File: config.mk
export PLATFORM = sky130hd
export DESIGN_NAME = dl_sequencer
export DESIGN_NICKNAME = d
export VERILOG_FILES = /design/src/rtl/dl_sequencer.sv
export SDC_FILE = /design/constraint.sdc
export NUM_CORES = 1
export LEC_CHECK = 0
export BUFFER_PORTS_ARGS = -buffer_cell sky130_fd_sc_hd__clkbuf_2
export CAP_MARGIN = 5
export CORE_MARGIN = 2
export CORE_UTILIZATION = 56
export DETAILED_ROUTE_END_ITERATION = 8
export PLACE_DENSITY = 0.86
export SYNTH_ARGS = -nofsm -noshare
export SYNTH_HDL_FRONTEND = slang
export SYNTH_SLANG_ARGS = --single-unit
File: constraint.sdc
create_clock -name clk_sys -period 4.6 [get_ports clk_sys]
set_input_delay 0.92 -clock clk_sys [delete_from_list [all_inputs] [get_ports clk_sys]]
set_output_delay 0.92 -clock clk_sys [all_outputs]
set_load 0.005 [all_outputs]
File: src/rtl/dl_sequencer.sv
// dl_sequencer: steers the HPS ioctl download stream into four ROM regions,
// captures the DIP switch bytes, and holds the game core in reset until a
// complete ROM image has landed and a settle period has elapsed.
//
// Handshake: ioctl_wr is a single-cycle valid with no ready/back-pressure;
// every strobe is either consumed or discarded in the cycle it is sampled,
// and each accepted ROM byte yields exactly one rom_we pulse one cycle later.
module dl_sequencer #(
  parameter logic [7:0]  ROM_INDEX   = 8'd0,
  parameter logic [7:0]  DIP_INDEX   = 8'd254,
  parameter logic [24:0] END0        = 25'h04000,
  parameter logic [24:0] END1        = 25'h05000,
  parameter logic [24:0] END2        = 25'h07000,
  parameter logic [24:0] END3        = 25'h0B000,
  parameter int unsigned HOLD_CYCLES = 1024
) (
  input  logic        clk_sys,
  input  logic        reset,
  input  logic        ioctl_download,
  input  logic        ioctl_wr,
  input  logic [24:0] ioctl_addr,
  input  logic [7:0]  ioctl_dout,
  input  logic [7:0]  ioctl_index,
  output logic [3:0]  rom_we,
  output logic [15:0] rom_addr,
  output logic [7:0]  rom_data,
  output logic [63:0] dip_bank,
  output logic        core_reset,
  output logic        dl_busy,
  output logic        dl_error,
  output logic [24:0] byte_count
);

  localparam int CW = $clog2(HOLD_CYCLES) + 1;

  typedef enum logic [1:0] {
    S_IDLE   = 2'd0,
    S_LOAD   = 2'd1,
    S_SETTLE = 2'd2,
    S_RUN    = 2'd3
  } state_t;

  state_t        r_state;
  logic [CW-1:0] r_hold;
  logic          r_dl_old;
  logic          r_core_reset;
  logic          r_dl_busy;
  logic          r_dl_error;
  logic [24:0]   r_byte_count;
  logic [3:0]    r_rom_we;
  logic [15:0]   r_rom_addr;
  logic [7:0]    r_rom_data;
  logic [63:0]   r_dip_bank;

  logic          w_dl_rise;
  logic          w_dl_fall;
  logic          w_rom_idx;
  logic          w_rom_rise;
  logic          w_rom_acc;
  logic          w_in_range;
  logic          w_rom_take;
  logic          w_good_end;
  logic          w_bad_end;
  logic          w_dip_wr;
  logic [3:0]    w_region;
  logic [15:0]   w_base;
  logic [15:0]   w_rel_addr;

  assign w_dl_rise  = ioctl_download & ~r_dl_old;
  assign w_dl_fall  = ~ioctl_download & r_dl_old;
  assign w_rom_idx  = (ioctl_index == ROM_INDEX);
  assign w_rom_rise = w_dl_rise & w_rom_idx;
  assign w_rom_acc  = ioctl_wr & w_rom_idx & ((r_state == S_LOAD) | w_rom_rise);
  assign w_in_range = (ioctl_addr < END3);
  assign w_rom_take = w_rom_acc & w_in_range;
  assign w_good_end = (r_byte_count == END3) & ~r_dl_error;
  assign w_bad_end  = (r_state == S_LOAD) & w_dl_fall & ~w_good_end;
  assign w_dip_wr   = ioctl_wr & (ioctl_index == DIP_INDEX) & (ioctl_addr[24:3] == 22'd0);
  // Only the low 16 bits of the offset are kept, so the low bits suffice.
  assign w_rel_addr = ioctl_addr[15:0] - w_base;

  // Priority region decode: lowest region whose end is above the address.
  always_comb begin
    w_region = 4'b0000;
    w_base   = 16'h0000;
    if (ioctl_addr < END0) begin
      w_region = 4'b0001;
      w_base   = 16'h0000;
    end else if (ioctl_addr < END1) begin
      w_region = 4'b0010;
      w_base   = END0[15:0];
    end else if (ioctl_addr < END2) begin
      w_region = 4'b0100;
      w_base   = END1[15:0];
    end else if (ioctl_addr < END3) begin
      w_region = 4'b1000;
      w_base   = END2[15:0];
    end
  end

  // Download edge history. It follows the line even through reset so that a
  // download already in flight when reset lifts is not mistaken for a new one.
  always_ff @(posedge clk_sys) begin
    r_dl_old <= ioctl_download;
  end

  // Sequencer FSM with its registered status outputs and byte accounting.
  always_ff @(posedge clk_sys) begin
    if (reset) begin
      r_state      <= S_IDLE;
      r_hold       <= '0;
      r_core_reset <= 1'b1;
      r_dl_busy    <= 1'b0;
      r_dl_error   <= 1'b0;
      r_byte_count <= 25'd0;
    end else begin
      if (w_rom_rise) begin
        r_state      <= S_LOAD;
        r_core_reset <= 1'b1;
        r_dl_busy    <= 1'b1;
      end else begin
        case (r_state)
          S_IDLE: begin
            r_core_reset <= 1'b1;
            r_dl_busy    <= 1'b0;
          end
          S_LOAD: begin
            r_core_reset <= 1'b1;
            if (w_dl_fall) begin
              r_dl_busy <= 1'b0;
              if (w_good_end) begin
                r_state <= S_SETTLE;
                r_hold  <= CW'(HOLD_CYCLES - 1);
              end else begin
                r_state <= S_IDLE;
              end
            end
          end
          S_SETTLE: begin
            r_core_reset <= 1'b1;
            r_dl_busy    <= 1'b0;
            if (r_hold == '0) begin
              r_state      <= S_RUN;
              r_core_reset <= 1'b0;
            end else begin
              r_hold <= r_hold - 1'b1;
            end
          end
          default: begin
            r_core_reset <= 1'b0;
            r_dl_busy    <= 1'b0;
          end
        endcase
      end

      // A new ROM download wipes the old error, but an oversize byte in the
      // very same cycle still counts against the new download.
      r_dl_error <= (w_rom_acc & ~w_in_range) | w_bad_end | (r_dl_error & ~w_rom_rise);

      if (w_rom_rise) begin
        r_byte_count <= {24'd0, w_rom_take};
      end else if (w_rom_take) begin
        r_byte_count <= r_byte_count + 25'd1;
      end
    end
  end

  // ROM write port: one-cycle strobe; address and data hold between strobes.
  always_ff @(posedge clk_sys) begin
    if (reset) begin
      r_rom_we   <= 4'b0000;
      r_rom_addr <= 16'h0000;
      r_rom_data <= 8'h00;
    end else begin
      r_rom_we <= w_rom_take ? w_region : 4'b0000;
      if (w_rom_take) begin
        r_rom_addr <= w_rel_addr;
        r_rom_data <= ioctl_dout;
      end
    end
  end

  // DIP bank capture, independent of the sequencer state.
  always_ff @(posedge clk_sys) begin
    if (reset) begin
      r_dip_bank <= 64'h0;
    end else if (w_dip_wr) begin
      r_dip_bank[{ioctl_addr[2:0], 3'b000} +: 8] <= ioctl_dout;
    end
  end

  assign rom_we     = r_rom_we;
  assign rom_addr   = r_rom_addr;
  assign rom_data   = r_rom_data;
  assign dip_bank   = r_dip_bank;
  assign core_reset = r_core_reset;
  assign dl_busy    = r_dl_busy;
  assign dl_error   = r_dl_error;
  assign byte_count = r_byte_count;

endmodule
==> summary.md <==
| Metric | Value |
|---|---|
| Slew @ Worst Pin | roughly 1.2 ns |
| DR iter-0 viols | between 300 and 400 |
| Crit path setup slack, layout | approximately 1.4 ns |
| Design area | ~0.0074 mm² |
| Logic pwr share | 0.037 |
| Internal power | roughly 2 mW |
| Register area | roughly 0.0027 mm² |
| Placed insts | 937 |
| Clk pwr share | 0.511 |
| Routed Antenna Nets | 0 |
| Met1 usage in global routing | 0.371 |
| Synth warn | 0 |
| Nets | 874 |
| Die footprint | 0.0113 mm² |
| Seq/Total Area, Yosys | 0.458 |
| Final hold violation count | 0 |
| CP Max Fanout | 18 |
| Mapped Nets | 712 |
| Delay-heaviest family, CP | simple AND/OR/NAND/NOR gates |
| Effective utilization at floorplan | 0.573 |
| CTS tree | done |
| Num CTS Buffers | 17 |
| Total gr overflow | 0 |
| Syn avg cell area | approximately 8.9 µm² |
| Post-Route Setup TNS | 0 ns |
| Non-Filler Instances | between 900 and 1000 |
| Skew final | between 0.007 and 0.008 ns |
| Num rows | 37 |
| Area share of and/or/nand/nor cells after synthesis | 0.259 |
| Largest area contributor in the netlist | dfxtp_1 |
| Clk root buf | clkbuf_8 |
| Slowest stage delay, CP | between 0.5 and 0.6 ns |
| CP endpoint kind | flop |
| Height of the die | 106 µm |
| Status | finished, final reports clean |
| Share of layout cells above drive strength 1 | 0.257 |
| Final core occ | 0.720 |
| Die width | roughly 110 µm |
| Clock sinks | ~130 |
| Routed WL | 16.4 mm |
| Routability cong. | about 0.85 |
| EDFF count, synth | 0 |
| Dpl hpwl | 11.6 mm |
| Vias/cell | 5.85 |
| WP data arrival | about 3.5 ns |
| Routed len/inst | around 17 µm |
| Max-cap check violation count | 0 |
| Slowest-stage cell, CP | nor4_4 |
| VDD IR-drop max | slightly below 300 µV |
| Achievable clock frequency | between 0.3 and 0.4 GHz |
| Critical path required time | 4.97 ns |
| Synth-to-layout area growth | 25.7% |
| Final setup violation count | 0 |
| Synth Area in Adders | 0.0205 |
| Async SR Flop Fraction | 0 |
| Xor/xnor cell area share of the yosys netlist | 0.00897 |
| Unique masters post-synth | 47 |
| Final worst path period need | about 3.2 ns |
| Dpl ws | ~0.99 ns |
| Slew headroom | 0.175 |
| CP dominant cell by count | ha_1 |
| Cell Area, Placed | between 0.006 and 0.007 mm² |
| Cts repair resizes | 0 |
| RSZ-0062 raised after global routing | false |
| Leakage power | ~3.0 nW |
| Pwr/cell area | approximately 350 mW/mm² |
| Layout filler cell count | approximately 770 |
| Overall Power | 2.57 mW |
| Vias in the first global route | around 5300 |
| Critical path launch point type | input port |
| # port buffers | about 160 |
| H-tree depth | 4 |
| ANT cells | 0 |
| CTS clk-pin slew, worst paths | 0.06 ns |
| Sw power | slightly below 0.6 mW |
| Post-Synthesis Cells | between 600 and 700 |
| Vias | between 5000 and 6000 |
| Buffer levels on the longest clock path | 2 |
| Synth Register Bits | around 130 |
| DRC | 0 |
| Worst-Skew Late Latency | approximately 0.52 ns |
| Largest family of logic cells by synthesized area | simple AND/OR/NAND/NOR gates |
| Switching Fraction | 0.229 |
| Final Max Slew Viols | 0 |
| Core area | around 0.010 mm² |
| Initial antenna violation count | 0 |
| Hold slack | between 0.4 and 0.5 ns |
| Post-CTS setup buffers | 0 |
| Boundary pin count | 165 |
| Share of the synthesized area in the top cell type | 0.458 |
| All-Layer GR Usage | 0.293 |
| Area contributors post-synth | dfxtp_1 (46%), mux2i_1 (11%), nor2_1 (5.6%) |
| Hold_buf cts | 0 |
| Mux contribution to synthesized area | 0.111 |
| Pin count of the biggest net entering global routing | around 100 |
| Multi-input logic area | approximately 0.003 mm² |
| Buf/Inv on CP | 2 |
| Share of power burned in registers | 0.452 |
| Met3 GRT Util | 0.0662 |
| First-pass GRT wire length | around 26 mm |
| Post-synthesis compound-gate area fraction | 0.109 |
| Worst Hold Class | reg2reg |
| Mapped Area | 0.00586 mm² |
| Met2 GRT Util | 0.472 |
| Kind of critical path | in2reg |
| Tcrit/Tclk final | 0.688 |
| Worst path cell trace | clkbuf_2 -> inv_1 -> ha_1 -> ha_1 -> o311ai_0 -> or3_1 -> nor4_4 -> mux2i_1 -> nor2_1 |
| Drt pass-1 iters | 5 |
| Busiest grt layer | met2 |
| Ys flop type | dfxtp_1 |
[final timing paths]
check	from	endpoint	slack, ns	depth (start not counted)
worst max-delay path	ioctl_addr[0]	dip_bank[19]	1.44	9
worst min register to register	rom_data[5]	rom_data[5]	0.45	2
worst max register to register	r_state[0]	byte_count[15]	2.07	5
worst min-delay path	rom_data[5]	rom_data[5]	0.45	2
[cell usage after synthesis (2+ instances only)]
library cell	number
nor3b_1	2
nand3_1	17
a21oi_1	57
clkbuf_1	23
or4_1	5
nand4_1	17
a211oi_1	6
ha_1	8
and4_1	2
dfxtp_1	134
nor2b_1	6
and3_1	3
nand4b_1	3
nand2_1	73
nor4_4	8
nor4_1	10
o211ai_1	3
o31ai_1	7
o311ai_0	2
or3_1	20
a31oi_1	4
and2_1	11
mux2i_1	64
a21o_1	2
o221ai_1	3
nor2_1	87
nor3_1	11
nand3b_1	4
o21ai_0	17
nand2b_1	2
xnor2_1	6
o211a_1	2
inv_1	25
[worst reg2reg max path, stage by stage (launching register included)]
cell	delay (ns)
dfxtp_1	0.39
nor2b_1	0.37
o2111ai_1	0.23
nor4_1	1.00
nand4_1	0.24
a21oi_1	0.21
[registers in the layout, indices dropped and copies added (netlist names)]
name	count
byte_count	25
core_reset	1
dip_bank	64
dl_busy	1
dl_error	1
r_dl_old	1
r_hold	11
r_state	2
rom_addr	16
rom_data	8
rom_we	4
[cells in the final DEF, fill, tap and decap left out, drive strengths merged, types with 7 or more instances in the layout]
cell type  instances
a21oi             57
and2              11
clkbuf           181
clkinv             9
dfxtp            134
ha                 8
inv               27
mux2i             64
nand2             74
nand3             17
nand4             17
nor2              87
nor3              12
nor4              19
o21ai             18
o31ai              7
or3               20
[power by group through the flow]
| stage | logic [mW] | clock network, mW | registers [mW] |
|---|---|---|---|
| floorplan | 0.0484 | 0 | 1.19 |
| global placement | 0.0898 | 0 | 1.19 |
| detailed placement | 0.0934 | 0 | 1.19 |
| CTS | 0.0945 | 1.32 | 1.16 |
| global route | 0.103 | 1.39 | 1.16 |
| finish | 0.0960 | 1.31 | 1.16 |
[logic make-up after synthesis]
kind of cell / count (synthesis)
xor gates and xnor gates: 6
adders and majority gates: 9
DFF: 134
and+or+nand+nor: 286
AOI/OAI and AO/OA: 108
muxes: 65
buffers and inverters: 50
[metal layers]
metal	routed length, µm	up-vias	part of all wire
met5	0	-	0
met1	6760	2702	0.41
li1	-	2676	-
met4	570	0	0.035
met3	1140	48	0.069
met2	7900	240	0.48
[final cells by class]
type,instances,area share
Multi-Input combinational cell,474,0.406
Tap cell,136,0.0231
Clock inverter,14,0.0207
Timing Repair Buffer,168,0.116
Clock buffer,18,0.0581
Sequential cell,134,0.364
Inverter,25,0.0127
Note: power is estimated with default switching activity, not from simulation.
